$ cat src/rtl/seg_pkg.sv
// Shared constants and types for the 7-segment scan driver.
// Latency: n/a (declarations only).
// Backpressure: n/a.
//
// Contents: blanking constants, active-low digit patterns {g,f,e,d,c,b,a},
// and the slot state type used by the scanner.
package seg_pkg;

    localparam logic [6:0] SEG_OFF = 7'h7F;
    localparam logic [3:0] AN_OFF  = 4'hF;

    // Active-low patterns for digits 0..9, bit order {g,f,e,d,c,b,a}.
    localparam logic [6:0] DIGIT_SEG [0:9] = '{
        7'h40, 7'h79, 7'h24, 7'h30, 7'h19,
        7'h12, 7'h02, 7'h78, 7'h00, 7'h10
    };

    typedef enum logic {
        GAP  = 1'b0,
        SHOW = 1'b1
    } slot_t;

endpackage

$ cat src/rtl/seg_digit_decode.sv
// Combinational digit-to-segment decoder; values >= 10 decode to blank.
// Latency: 0 cycles (pure combinational).
// Backpressure: none.
//
// Ports:
//   i_digit   [3:0]  binary digit
//   o_pattern [6:0]  active-low segments {g,f,e,d,c,b,a}
module seg_digit_decode
    import seg_pkg::*;
(
    input  logic [3:0] i_digit,
    output logic [6:0] o_pattern
);

    always_comb begin
        o_pattern = SEG_OFF;
        for (int i = 0; i < 10; i++) begin
            if (i_digit == 4'(i)) begin
                o_pattern = DIGIT_SEG[i];
            end
        end
    end

endmodule

$ cat src/rtl/seg_scan_driver.sv
// Two-digit multiplexed 7-segment scanner with dead-time gap between digit slots.
// Latency: outputs lag scan state by 1 cycle; a load is displayed from the next frame.
// Backpressure: none; load is always accepted, display updates only at frame boundaries.
//
// Ports:
//   clk            system clock
//   rst            asynchronous active-low reset
//   data_in [3:0]  binary value to display (0..15)
//   load           single-cycle capture strobe for data_in
//   seg     [6:0]  active-low segments {g,f,e,d,c,b,a}, registered
//   an      [3:0]  active-low anodes, an[0]=units, an[1]=tens, an[3:2] held high
//   frame          one-cycle pulse at each frame boundary, registered
module seg_scan_driver
    import seg_pkg::*;
#(
    parameter int SCAN_DIV   = 100_000,
    parameter int GAP_CYCLES = 2_000,
    parameter int BLANK_LZ   = 1
) (
    input  logic       clk,
    input  logic       rst,
    input  logic [3:0] data_in,
    input  logic       load,
    output logic [6:0] seg,
    output logic [3:0] an,
    output logic       frame
);

    localparam int CNT_W = (SCAN_DIV > 1) ? $clog2(SCAN_DIV) : 1;
    localparam logic [CNT_W-1:0] CNT_MAX = CNT_W'(SCAN_DIV - 1);
    localparam logic [CNT_W-1:0] GAP_END = CNT_W'(GAP_CYCLES);

    generate
        if (SCAN_DIV < 2 || GAP_CYCLES < 1 || GAP_CYCLES >= SCAN_DIV) begin : g_param_check
            $error("seg_scan_driver: need SCAN_DIV >= 2 and 1 <= GAP_CYCLES < SCAN_DIV");
        end
    endgenerate

    logic [CNT_W-1:0] r_scan_cnt;
    logic             r_digit_sel;   // 0 = units slot, 1 = tens slot
    logic [3:0]       r_value_q;     // most recent load
    logic [3:0]       r_disp_q;      // value frozen for the current frame

    logic             w_wrap;
    logic             w_boundary;
    slot_t            w_slot;
    logic             w_tens;
    logic [3:0]       w_units;
    logic [3:0]       w_digit;
    logic             w_blank;
    logic [6:0]       w_pattern;

    assign w_wrap     = (r_scan_cnt == CNT_MAX);
    assign w_boundary = w_wrap & r_digit_sel;
    assign w_slot     = (r_scan_cnt < GAP_END) ? GAP : SHOW;

    // Value is at most 15, so the tens digit is only ever 0 or 1.
    assign w_tens  = (r_disp_q >= 4'd10);
    assign w_units = w_tens ? (r_disp_q - 4'd10) : r_disp_q;
    assign w_digit = r_digit_sel ? {3'b000, w_tens} : w_units;

    // Leading-zero suppression keeps the whole tens slot dark, not just its segments.
    assign w_blank = r_digit_sel && (BLANK_LZ != 0) && !w_tens;

    seg_digit_decode u_decode (
        .i_digit   (w_digit),
        .o_pattern (w_pattern)
    );

    always_ff @(posedge clk or negedge rst) begin
        if (!rst) begin
            r_scan_cnt  <= '0;
            r_digit_sel <= 1'b0;
            r_value_q   <= 4'd0;
            r_disp_q    <= 4'd0;
            seg         <= SEG_OFF;
            an          <= AN_OFF;
            frame       <= 1'b0;
        end else begin
            if (w_wrap) begin
                r_scan_cnt  <= '0;
                r_digit_sel <= ~r_digit_sel;
            end else begin
                r_scan_cnt  <= r_scan_cnt + 1'b1;
            end

            if (load) begin
                r_value_q <= data_in;
            end

            // Boundary samples the pre-edge value_q, so a coincident load waits a frame.
            if (w_boundary) begin
                r_disp_q <= r_value_q;
            end
            frame <= w_boundary;

            if (w_slot == GAP || w_blank) begin
                an  <= AN_OFF;
                seg <= SEG_OFF;
            end else begin
                an  <= r_digit_sel ? 4'b1101 : 4'b1110;
                seg <= w_pattern;
            end
        end
    end

endmodule
$ cat config.mk
export PLATFORM = sky130hd
export DESIGN_NAME = seg_scan_driver
export DESIGN_NICKNAME = d
export VERILOG_FILES = /design/src/rtl/seg_pkg.sv /design/src/rtl/seg_digit_decode.sv /design/src/rtl/seg_scan_driver.sv
export SDC_FILE = /design/constraint.sdc
export NUM_CORES = 1
export LEC_CHECK = 0
export ABC_CLOCK_PERIOD_IN_PS = 3850
export CAP_MARGIN = 20
export CORE_MARGIN = 10
export CORE_UTILIZATION = 30
export CTS_CLUSTER_SIZE = 14
export DETAILED_ROUTE_END_ITERATION = 7
export GPL_TIMING_DRIVEN = 0
export PLACE_DENSITY_LB_ADDON = 0.12
export SYNTH_ARGS = -nofsm -noshare
export SYNTH_HDL_FRONTEND = slang
export SYNTH_SLANG_ARGS = --single-unit
$ cat constraint.sdc
create_clock -name clk -period 3.85 [get_ports clk]
set_input_delay 0.77 -clock clk [delete_from_list [all_inputs] [get_ports clk]]
set_output_delay 0.77 -clock clk [all_outputs]
set_load 0.02 [all_outputs]
==> metrics.txt, run 1 <==
Worst Hold Launch r_scan_cnt[0]; Clk Latency, worst-skew pair around 0.28 ns; Initial DRT Pass Iterations 4; Die W 96.25 um; DRT iter0 DRCs 101; Leak 0.8475 nW; All-Layer GR Usage 7.926%; Tot Pwr roughly 0.67 mW; Core Util, Final a little under two fifths; R2R setup slack roughly 1.7 ns; via count about 1300; Worst path top cell family by delay buffers and inverters; antenna violations before repair 0; share of cells above drive strength 1 around 17%; CP Max Fanout 1; max cap viols 0; crit path kind register to primary output; cell internal pwr 0.5387 mW; worst clock skew ~0.0039 ns; RD Place Congestion slightly above 0.8; n_diodes 0; Clock Pin Slew Worst Setup and Hold Paths about 0.070 ns; via/cell ratio 4.882; max-slew violations 0; asr flop ratio synth between 90% and 100%; number of flops mapped to enable cells by yosys 0; grt ovf 0; power per cell area 322.4 nW/um2; Hold Violations, Final 0; Period minus WS final 2.163 ns; VDD IR max about 0.14 mV; RSZ-0062 raised after global routing false; Syn Inst Count roughly 170; clk root buf clkbuf_8; die footprint between 9000 and 10000 um2; flop and latch count out of synthesis 36; endpoints failing setup 0; fmax around 460 MHz; TritonCTS buffer count 5; Distinct cells, synth 39; CP Capture Type primary output; max_slew headroom between 40% and 50%; outcome finished clean; # DRC 0; HP Class register to register; Die Y around 96 um; IO Count 19; pin count of the biggest net entering global routing 37; synth warn 0; Main synth FF type dfrtp_1; Wirelength per Cell roughly 13 um; Cell Area, Synth roughly 1700 um2; area growth from synthesis to layout 19.44%; Final period util between 50% and 60%; number of buffers and inverters on the critical path 1; Clock power frac 39.5%; CTS tree done; largest stage delay on the critical path approximately 0.60 ns; Max H-tree Level 2; Synth top area share between 30 and 40%; vias in the first global route roughly 1200; Post-CTS Setup Bufs 0; reg2reg start r_disp_q[1]; hold depth 1; HPWL after detailed placement 2529 um; first-pass GRT wire length a little under 6000 um; hold buffers post-CTS 0; r2r endpoint seg[0]; combinational fraction of design power under 10%; Switch Pwr between 0.1 and 0.15 mW; crit path cell chain clkdlybuf4s50_1; Synth area leader dfrtp_1; Routed Wire Length between 3000 and 4000 um; CP max stage cell clkdlybuf4s50_1; fin nets around 200; R2R depth 8; post-synthesis sequential area ratio 52.30%; Setup TNS 0 ns; crit path launch type register; Routed Antenna Nets 0; largest cells by area after synthesis dfrtp_1, dfstp_2, xnor2_1; register share of total power 57.4%; Fin Hold WS approximately 0.49 ns; top-count cell post-synth dfrtp_1; Post-synth top cells dfrtp_1, nor2_1, nand2_1, o21ai_0, xnor2_1; mean post-synth cell area 10.57 um2; Port Buffers 16; Bufs on Longest Clock Path 2; sw frac 19.80%; hold worst-path end r_scan_cnt[0]; initial core utilization a little under a third; CP required roughly 3 ns; TritonCTS Sinks 36; Slew @ Worst Pin 0.7743 ns; # resized after CTS 0; Crit path arrival time 1.39 ns; row count 27; Core ar. between 5000 and 6000 um2
routing by layer:
| layer | vias up | track usage, % | routed length (um) | share of wire (%) |
|---|---|---|---|---|
| met5 | - | 0 | 0 | 0 |
| met4 | 0 | 3.440 | 50 | 1.5 |
| met3 | 5 | 3.035 | 267 | 7.9 |
| met2 | 33 | 11.60 | 1476 | 44 |
| met1 | 616 | 10.14 | 1578 | 47 |
| li1 | 625 | - | - | - |
through the flow:
step                cell area (um2)  std cells  setup WS [ns]
floorplan                      1748        166          2.039
global placement               1998        254          1.268
detailed placement             1993        254          1.732
CTS                            2083        262          1.663
global route                   2083        262          1.495
finish                         2083        262          1.687
cell usage in the layout (no fill, tap or decap), drive strengths merged, types with 4 or more instances in the layout:
cell	count
clkbuf	11
nor2	20
o21ai	13
xor2	6
clkdlybuf4s50	15
mux2	8
nand4	5
nand2	14
xnor2	10
inv	4
dfstp	9
dfrtp	27
nand3	9
buf	5
cell families after synthesis:
logic type | share of synthesized area (%)
xor gates and xnor gates | 8.034
AOI/OAI and AO/OA | 11.41
and+or+nand+nor | 17.43
buffers and inverters | 3.156
other | 0.2150
adders and majority gates | 1.434
DFF | 52.30
muxes | 6.026
power by group through the flow:
| stage | Sequential, mW | Clock, mW | Combinational [mW] |
|---|---|---|---|
| after detailed placement | 0.392 | 0 | 0.0219 |
| after global placement | 0.392 | 0 | 0.0215 |
| after global routing | 0.385 | 0.297 | 0.0237 |
| after CTS | 0.385 | 0.277 | 0.0218 |
| after floorplan | 0.391 | 0 | 0.00782 |
| final | 0.385 | 0.265 | 0.0209 |
worst reg2reg max path, cell delays in order, from the launching register on:
cell and delay [ns]:
dfrtp_1 0.36, clkbuf_1 0.33, inv_1 0.14, ha_1 0.37, o211ai_1 0.12, o221ai_1 0.34, o21ai_0 0.15, o21ai_0 0.11
o21ai_0 0.12
state kept, by name, summed over array words and instances, names as in the netlist:
name and count:
r_disp_q 4, r_scan_cnt 17, r_digit_sel 1, seg 7
an 2, frame 1, r_value_q 4
worst max path at each step:
stage                         startpoint           end  cells past startpoint
after floorplan           r_scan_cnt[13]   r_disp_q[0]                      4
after global placement               rst  r_value_q[0]                      1
after detailed placement     r_disp_q[1]        seg[0]                      8
after CTS                          an[0]         an[0]                      1
after global routing         r_disp_q[1]        seg[0]                      8
final                              an[0]         an[0]                      1
layout make-up:
type,instances,area (um2)
fill,575,3491
sequential,36,912.1
multi-input combinational,118,780.7
timing repair buffer,16,155.1
clock buffer,8,90.09
tap,72,90.09
buffer,7,36.28
inverter,5,18.77
No activity file was read; power rests on OpenSTA's default activity.
==> inputs of run 2 (changes only) <==
Settings changed: ABC_CLOCK_PERIOD_IN_PS 3850 to 2150.
Clock period 3.85 ns to 2.15 ns, I/O delays scaled along.
==> metrics.txt, run 2 (synthesis gave the netlist of run 1 again) <==
reg2reg start r_scan_cnt[13]; Hold Violations, Final 0 (unchanged); TritonCTS buffer count 5 (unchanged); pin count of the biggest net entering global routing 37 (unchanged); Final period util between 80% and 90%; fin nets 196 (-1.0%); n_diodes 0 (unchanged); R2R setup slack 0.22 ns (-1.51 ns); R2R depth 4 (-4); Final WS setup 0.2219 ns (-1.465 ns); endpoints failing setup 0 (unchanged); hold buffers post-CTS 0 (unchanged); Initial DRT Pass Iterations 5 (+1); worst clock skew 0.003798 ns (-0.00006289 ns); combinational fraction of design power 3.1% (about the same); Slew @ Worst Pin 0.7738 ns (-0.0004432 ns); Biggest register r_scan_cnt; commonest non-fill, non-tap cell in the layout dfrtp_1; crit path launch type register; fmax 518.6 MHz; die footprint 9264 um2 (unchanged); Bufs on Longest Clock Path 2 (unchanged); HPWL after detailed placement 2529 um (unchanged); TritonCTS Sinks 36 (unchanged); antenna violations before repair 0 (unchanged); first-pass GRT wire length 5830 um (unchanged); via/cell ratio 4.869 (-0.26%); sw frac 19.80% (about the same); CP required 2.31 ns (-0.77 ns); number of flip-flops under the largest register name 17 (unchanged); RD Place Congestion 0.8041 (unchanged); CP Capture Type register; VDD IR max 0.2427 mV (+79%); HP Class primary input to asynchronous set/reset pin; Clk Latency, worst-skew pair 0.28 ns (about the same); Wirelength per Cell 12.93 um (+0.47%); placed cell area 1993 um2 (unchanged); CP Max Fanout 4 (+3); row count 27 (unchanged); share of cells above drive strength 1 18.09% (+0.72 points); r2r endpoint r_disp_q[3]; clk root buf clkbuf_8; vias in the first global route 1216 (unchanged); IO Count 19 (unchanged); max cap viols 0 (unchanged); grt ovf 0 (unchanged); CTS tree done; register share of total power 57.4% (about the same); Clock Pin Slew Worst Setup and Hold Paths 0.06 ns (about the same); Die Y 96.25 um (unchanged); pre-CTS WS 0.03150 ns (-1.700 ns); Max H-tree Level 2 (unchanged); Die W 96.25 um (unchanged); max-slew violations 0 (unchanged); # DRC 0 (unchanged); Routed Wire Length 3362 um (-0.30%); via count 1266 (-1.0%); power per cell area 579.1 nW/um2 (+80%); Leak 0.8435 nW (-0.48%); Post-CTS Setup Bufs 0 (unchanged); fin area 2077 um2 (-0.30%); RSZ-0062 raised after global routing false; All-Layer GR Usage 7.926% (unchanged); Core ar. 5574 um2 (unchanged); Routed Antenna Nets 0 (unchanged); Port Buffers 16 (unchanged); DRT iter0 DRCs 113 (+12%); Period minus WS final around 1.9 ns; Switch Pwr 0.2381 mW (+79%); cell internal pwr 0.9646 mW (+79%); crit path kind register to register; outcome finished clean; Clock power frac 39.5% (about the same); Crit path arrival time 2.09 ns (+0.70 ns); Largest regs r_scan_cnt x17, seg x7; Setup TNS 0 ns (unchanged); initial core utilization 31.29% (unchanged); commonest cells after routing, fill and taps aside dfrtp_1, nor2_1, clkdlybuf4s50_1; area growth from synthesis to layout 19.08%; max_slew headroom 48.41% (about the same)
==> run 2: cell count changes in the layout (fill, tap and decap cells not counted), sizes merged <==
| cell | previous run | this run |
|---|---|---|
| clkbuf | 11 | 9 |
==> run 2: layout make-up <==
| cell class | count | area [um2] |
|---|---|---|
| inverter | 5 | 18.77 |
| buffer | 5 | 28.78 |
| sequential | 36 | 913.4 |
| clock buffer | 8 | 90.09 |
| multi-input combinational | 118 | 780.7 |
| tap | 72 | 90.09 |
| timing repair buffer | 16 | 155.1 |
| fill | 574 | 3497 |
==> run 2: power groups by stage <==
stage	clock network [mW]	registers (mW)	logic (mW)
after floorplan	0	0.700	0.0140
after global placement	0	0.702	0.0385
after detailed placement	0	0.703	0.0391
after CTS	0.496	0.690	0.0391
after global routing	0.533	0.690	0.0424
final	0.475	0.690	0.0374
==> run 2: worst max path at each step <==
stage                   startpoint      endpoint  slack [ns]
detailed placement     r_disp_q[1]        seg[0]        0.03
floorplan           r_scan_cnt[13]   r_disp_q[0]        0.34
CTS                    r_disp_q[1]        seg[0]        0.01
finish              r_scan_cnt[13]   r_disp_q[3]        0.22
global route           r_disp_q[2]        seg[0]        0.07
global placement               rst  r_value_q[0]       -0.09
==> run 2: routing by layer <==
metal / up-vias / part of all wire, % / global-route usage (%)
li1: 620 / - / -
met1: 613 / 47 / 10.14
met2: 28 / 44 / 11.60
met3: 5 / 7.6 / 3.035
met4: 0 / 1.5 / 3.440
met5: - / 0 / 0
==> run 2: repair_timing <==
item,CTS,global route
setup endpoints to repair,0,5
hold endpoints to repair,0,0
resized for setup,0,1
==> run 2: critical path: stages, from the launching register on <==
cell     delay, ns
dfrtp_1       0.41
or4_4         0.58
nor4_4        0.33
nand2_2       0.16
mux2_4        0.32
==> run 2: metrics by stage <==
step	cells	util, %	hold WS [ns]	power (mW)
2_1_floorplan	166	-	0.1344	0.7144
3_3_place_gp	254	35.85	0.4729	0.7402
3_5_place_dp	254	35.76	0.4867	0.7417
4_1_cts	262	37.37	0.2674	1.225
5_1_grt	260	37.26	0.2856	1.265
6_report	260	37.26	0.2306	1.203
